[src/rtl/demux_1_8_stream_if.sv]
// Stream bundle for the 1-to-8 demultiplexer: the producer side plus eight consumer channels.
// The slave modport is the block's view. The master modport is the surrounding producer/consumer logic.
interface demux_1_8_stream_if #(
    parameter int DATA_LENGTH = 8
);
    logic [DATA_LENGTH-1:0]   in_data;
    logic [2:0]               in_sel;
    logic                     in_valid;
    logic                     in_ready;
    logic [8*DATA_LENGTH-1:0] out_data;
    logic [7:0]               out_valid;
    logic [7:0]               out_ready;
    logic                     pending;

    modport slave (
        input  in_data,
        input  in_sel,
        input  in_valid,
        output in_ready,
        output out_data,
        output out_valid,
        input  out_ready,
        output pending
    );

    modport master (
        output in_data,
        output in_sel,
        output in_valid,
        input  in_ready,
        input  out_data,
        input  out_valid,
        output out_ready,
        input  pending
    );
endinterface

[src/rtl/demux_1_8_stream.sv]
// Registered 1-to-8 stream demultiplexer: in_sel steers each accepted word into one of
// eight one-entry holding registers, and every channel drains independently.
module demux_1_8_stream #(
    parameter int DATA_LENGTH = 8
) (
    input  logic                   clk,
    input  logic                   rst_n,
    demux_1_8_stream_if.slave      bus
);

    localparam int N_CH = 8;

    logic [N_CH-1:0][DATA_LENGTH-1:0] hold_data_q;
    logic [N_CH-1:0][DATA_LENGTH-1:0] hold_data_d;
    logic [N_CH-1:0]                  hold_valid_q;
    logic [N_CH-1:0]                  hold_valid_d;

    logic            sel_ready;
    logic            accept;
    logic [N_CH-1:0] drain;

    // Readiness looks only at the selected channel. A channel that is draining on this
    // edge can take a new word, which gives one word per cycle per channel.
    assign sel_ready    = ~hold_valid_q[bus.in_sel] | bus.out_ready[bus.in_sel];
    assign bus.in_ready = rst_n & sel_ready;

    assign accept = bus.in_valid & bus.in_ready;
    assign drain  = hold_valid_q & bus.out_ready;

    // NOTE: every variable written here gets a default first, so no path leaves it
    // unassigned and no latch is inferred.
    always_comb begin
        hold_data_d  = hold_data_q;
        hold_valid_d = hold_valid_q & ~drain;
        if (accept) begin
            hold_data_d[bus.in_sel]  = bus.in_data;
            hold_valid_d[bus.in_sel] = 1'b1;
        end
    end

    // NOTE: sequential state uses non-blocking assignments so that every flop samples
    // values from before the edge, whatever order the simulator runs the blocks in.
    // NOTE: the data registers are reset as well as the flags, because out_data has to
    // read as zero while rst_n is low.
    always_ff @(posedge clk or negedge rst_n) begin
        if (!rst_n) begin
            hold_data_q  <= '0;
            hold_valid_q <= '0;
        end else begin
            hold_data_q  <= hold_data_d;
            hold_valid_q <= hold_valid_d;
        end
    end

    assign bus.out_data  = hold_data_q;
    assign bus.out_valid = hold_valid_q;
    assign bus.pending   = |hold_valid_q;

endmodule

[src/flat_wrapper.sv]
// flat-port wrapper written by rule: the top's interface ports become plain ports
module demux_1_8_stream_flat 
#(
    parameter int DATA_LENGTH = 8
)
  (clk, rst_n, bus_in_data, bus_in_sel, bus_in_valid, bus_in_ready, bus_out_data, bus_out_valid, bus_out_ready, bus_pending);
  demux_1_8_stream_if #(.DATA_LENGTH(DATA_LENGTH)) bus_i ();
  input  logic clk;
  input  logic rst_n;
  input wire logic [$bits(bus_i.in_data)-1:0] bus_in_data;
  input wire logic [$bits(bus_i.in_sel)-1:0] bus_in_sel;
  input wire logic [$bits(bus_i.in_valid)-1:0] bus_in_valid;
  output wire logic [$bits(bus_i.in_ready)-1:0] bus_in_ready;
  output wire logic [$bits(bus_i.out_data)-1:0] bus_out_data;
  output wire logic [$bits(bus_i.out_valid)-1:0] bus_out_valid;
  input wire logic [$bits(bus_i.out_ready)-1:0] bus_out_ready;
  output wire logic [$bits(bus_i.pending)-1:0] bus_pending;
  assign bus_i.in_data = bus_in_data;
  assign bus_i.in_sel = bus_in_sel;
  assign bus_i.in_valid = bus_in_valid;
  assign bus_in_ready = bus_i.in_ready;
  assign bus_out_data = bus_i.out_data;
  assign bus_out_valid = bus_i.out_valid;
  assign bus_i.out_ready = bus_out_ready;
  assign bus_pending = bus_i.pending;
  demux_1_8_stream #(.DATA_LENGTH(DATA_LENGTH)) u_core (.clk(clk), .rst_n(rst_n), .bus(bus_i));
endmodule
[config.mk]
export PLATFORM = sky130hd
export DESIGN_NAME = demux_1_8_stream_flat
export DESIGN_NICKNAME = d
export VERILOG_FILES = /design/src/rtl/demux_1_8_stream_if.sv /design/src/rtl/demux_1_8_stream.sv /design/src/flat_wrapper.sv
export SDC_FILE = /design/constraint.sdc
export NUM_CORES = 1
export LEC_CHECK = 0
export CAP_MARGIN = 20
export CELL_PAD_IN_SITES_DETAIL_PLACEMENT = 0
export CELL_PAD_IN_SITES_GLOBAL_PLACEMENT = 1
export CORE_MARGIN = 2
export CORE_UTILIZATION = 40
export CTS_CLUSTER_SIZE = 30
export DETAILED_ROUTE_END_ITERATION = 10
export GPL_TIMING_DRIVEN = 0
export PLACE_DENSITY_LB_ADDON = 0.05
export SLEW_MARGIN = 15
export SYNTH_ARGS = -nofsm -noshare
export SYNTH_HDL_FRONTEND = slang
export SYNTH_SLANG_ARGS = --single-unit
[constraint.sdc]
create_clock -name clk -period 7.52 [get_ports clk]
set_input_delay 2.256 -clock clk [delete_from_list [all_inputs] [get_ports clk]]
set_output_delay 2.256 -clock clk [all_outputs]
set_load 0.02 [all_outputs]
== Word-level counts from Yosys, hierarchy flattened ==
Index checks and enable logic that the tools add are counted.
Widths: inputs -> output; s select.

* Input port bits: 22
* Logic and storage cells: 31
* Output and inout port bits: 74
* Register bits: 72

* Magnitude comparators: 2
* Bitwise gates (word level): 8
* Muxes and demuxes: 10
* Reductions and logical operators: 2

{| class="wikitable"
|+ Operators with widths
! cell !! count
|-
| $bwmux 64 || 1
|-
| $demux 8 s3 || 1
|-
| $and 8x8->8 || 2
|-
| $mux 8 || 2
|-
| $not 8->8 || 1
|-
| $or 8x8->8 || 1
|-
| $reduce_or 8->1 || 1
|-
| $bmux 1 s3 || 2
|-
| $lt 3x4->1 const B || 1
|-
| $demux 1 s3 || 1
|-
| $ge 3x1->1 const B || 1
|-
| $mux 1 || 3
|-
| $and 1x1->1 || 2
|-
| $logic_and 1x1->1 || 1
|-
| $not 1->1 || 1
|-
| $or 1x1->1 || 1
|}

== Logic depth before layout (Yosys ltp) ==
* Depth in word-level cells: 7
* Gate-level depth with buffers: 7
* Mapped depth without buffers: 5

== Worst setup path after synthesis ==
Ideal clock, no wire load.

* Path kind: input-to-output
* Start: input port bus_in_sel[2]
* End: output port bus_in_ready
* Data required time: 5.264 ns
* Path slack: 1.828 ns
* Buffers on the path: 1
* Arrival: 3.436 ns
* Stages on the path: 5
* Cells stage by stage: buf_2 > or3b_2 > a21oi_1 > o31ai_4 > and2_1

* Cells in the longest elaborated chain, start to end: 5
* Elaborated cells on any way between the ends: 7
* Classes of those cells: mux: 4; bitwise: 3

{| class="wikitable"
|+ RTL lines
! what !! line !! text
|-
| start, declared || flat_wrapper.sv:11 || <nowiki>input wire logic [$bits(bus_i.in_sel)-1:0] bus_in_sel;</nowiki>
|-
| $bmux 1 s3 || demux_1_8_stream.sv:24 || <nowiki>assign sel_ready = ~hold_valid_q[bus.in_sel] | bus.out_ready[bus.in_sel];</nowiki>
|-
| $mux 1 (not written as such) || demux_1_8_stream.sv:24 ||
|-
| $not 1->1 || demux_1_8_stream.sv:24 ||
|-
| $or 1x1->1 * || demux_1_8_stream.sv:24 ||
|-
| $and 1x1->1 * || demux_1_8_stream.sv:25 || <nowiki>assign bus.in_ready = rst_n & sel_ready;</nowiki>
|-
| end, declared || flat_wrapper.sv:13 || <nowiki>output wire logic [$bits(bus_i.in_ready)-1:0] bus_in_ready;</nowiki>
|}

Mark *: on every way between the ends. The rest lies on a longest branch, timed or not. The select of a mux whose other input is x is not followed.

== Final worst setup path ==
* Start: input port bus_in_sel[1]
* End: output port bus_in_ready

Same word-level chain as after synthesis.

==> run metrics <==
first-pass GRT wire length about 11 mm; commonest non-fill, non-tap cell in the layout clkdlybuf4s50_1; area leader, netlist dfrtp_1; RePlAce Congestion 0.716; FP Rows 31; endpoints failing setup 0; Worst setup EP type output pin; Mapped Avg Cell Area 16.3 um^2; share of layout cells above drive strength 1 32.3%; clock tree buffer depth 2; IO Pins between 90 and 100; Final Hold Viols 0; Fmax 0.146 GHz; Antenna Nets Post-Route 0; grt ovf 0; Clock Skew a little over 0.009 ns; vias per cell between 4 and 5; startpoint types input pin; setup TNS 0 ns; DIE AREA 8410 um^2; area of the core 7370 um^2; Finished Layout Cells 399; # DRC 0; Worst-Margin Slew about 0.43 ns; drt pass-1 iters 4; Yosys top cell area share 58.6%; placed cell count 383; Routed WL 6.68 mm; nets 317; max_slew headroom 71.3%; CTS Sinks 72; DR iter-0 viols 29; Synth cell types 26; CTS tree built; root buffer cell clkbuf_8; vias in the first global route 1957; initial antenna violation count 0; Starting Density 41.7%; critical path required time 5.26 ns; RSZ-0062 raised after global routing no; number of diodes 0; worst skew pair latency 0.34 ns; status complete, no violations; LEAKAGE slightly below 2 nW; Die Wd 91.7 um; Min-Delay Path Class flip-flop to flip-flop; P&R area growth vs syn 41.8%; GRT Total Usage 17.0%; CTS buffer count 9; worst path arrival time 4.58 ns; max_cap viols 0; Max FO, Critical Path 9; mapped cell area 3080 um^2; most frequent cells in the layout clkdlybuf4s50_1 (93), dfrtp_1 (72), mux2_2 (32), mux2_4 (32), clkbuf_8 (10); Setup Fix Bufs, Post-CTS 0; detailed placement HPWL 4.68 mm; Synth Warn # 0; Yosys reg bits 72; H-tree levels 3; clock-pin slew on the worst setup and hold paths 0.07 ns; peak supply drop around 0.16 mV; P per Cell Area 294 nW/um^2; Post-Syn Instances ~190; # port buffers 94; dominant cells by area after synthesis dfrtp_1 (59%), mux2_4 (16%), mux2_2 (12%); detailed-route via count 1914; overall power 1.28 mW; syn nets 211; hold buffers post-CTS 0; routed len/inst 16.8 um; Tmin final 6.84 ns; CTS resizes 0; sequential fraction of the synthesis area 58.6%; Final period util 90.9%; pin count of the biggest net entering global routing 44; Pins Over Slew Limit 0; Die Y 91.7 um; Setup Crit Path Kind input pin to output pin
registers in the layout (all words and copies together) (netlist names):
name                  flops
u_core.bus.out_data      64
u_core.bus.out_valid      8
worst paths after layout:
path                                                startpoint                                   to  slack (ns)  cells past startpoint
setup / recovery                                 bus_in_sel[1]                         bus_in_ready        0.68                      6
max in group asynchronous                                rst_n  u_core.bus.out_data[15]$_DFFE_PN0P_        5.11                      2
setup reg to reg             u_core.bus.out_valid[5]$_DFF_PN0_  u_core.bus.out_data[14]$_DFFE_PN0P_        5.43                      5
hold / removal             u_core.bus.out_data[14]$_DFFE_PN0P_  u_core.bus.out_data[14]$_DFFE_PN0P_        0.51                      1
min in group asynchronous                                rst_n  u_core.bus.out_data[20]$_DFFE_PN0P_        1.84                      1
hold reg to reg            u_core.bus.out_data[14]$_DFFE_PN0P_  u_core.bus.out_data[14]$_DFFE_PN0P_        0.51                      1
power breakdown:
part	internal [mW]	switching [mW]
combinational	0.251	0.195
sequential	0.475	0.0495
clock	0.163	0.149
synth_stat cells:
cell type	number
mux2i_4	1
o32ai_1	1
nand2_1	2
mux2_4	32
and3_1	4
nand4b_2	2
dfrtp_1	72
nor2_1	1
a21oi_1	2
mux2i_1	2
mux4_1	1
and4b_1	2
nand3_1	1
o31ai_4	1
buf_6	4
nand4_2	2
nor4_1	2
o21ai_0	4
a21o_1	4
mux2_2	32
nand3b_1	2
and2_1	1
buf_2	3
mux4_2	1
or3b_2	1
inv_1	9
layout make-up:
class	count	area, um^2
tap	99	124
clock inverter	6	67.6
inverter	9	33.8
buffer	7	60.1
sequential	72	1800
timing repair buffer	95	958
multi-input combinational	101	1180
fill	610	3010
clock buffer	10	138
cells by family after synthesis:
logic type | synth area share [%]
flops | 58.6
compound gates | 2.93
simple gates | 5.16
mux | 30.3
buf+inv | 3.05
layer usage:
| layer | global-route usage (%) | routed length [um] |
|---|---|---|
| met1 | 23.9 | 3200 |
| met2 | 25.1 | 2990 |
| met3 | 6.41 | 447 |
| met4 | 4.10 | 48 |
| met5 | 0 | 0 |
worst max-delay path: stages:
cell and delay [ns]:
clkdlybuf4s50_1 0.61, mux4_1 0.65, mux2i_4 0.18, o31ai_4 0.15
and2_1 0.20, clkdlybuf4s50_1 0.53
through the flow:
step	cell area (um^2)	utilization, %	worst slack (ns)	hold WS, ns
after floorplan	3080	-	1.83	0.625
after global placement	4140	56.2	-0.963	0.487
after detailed placement	4160	56.4	0.638	0.492
after CTS	4360	59.2	0.646	0.510
after global routing	4360	59.2	0.618	0.529
final	4360	59.2	0.682	0.507
Note: power is estimated with default switching activity, not from simulation.
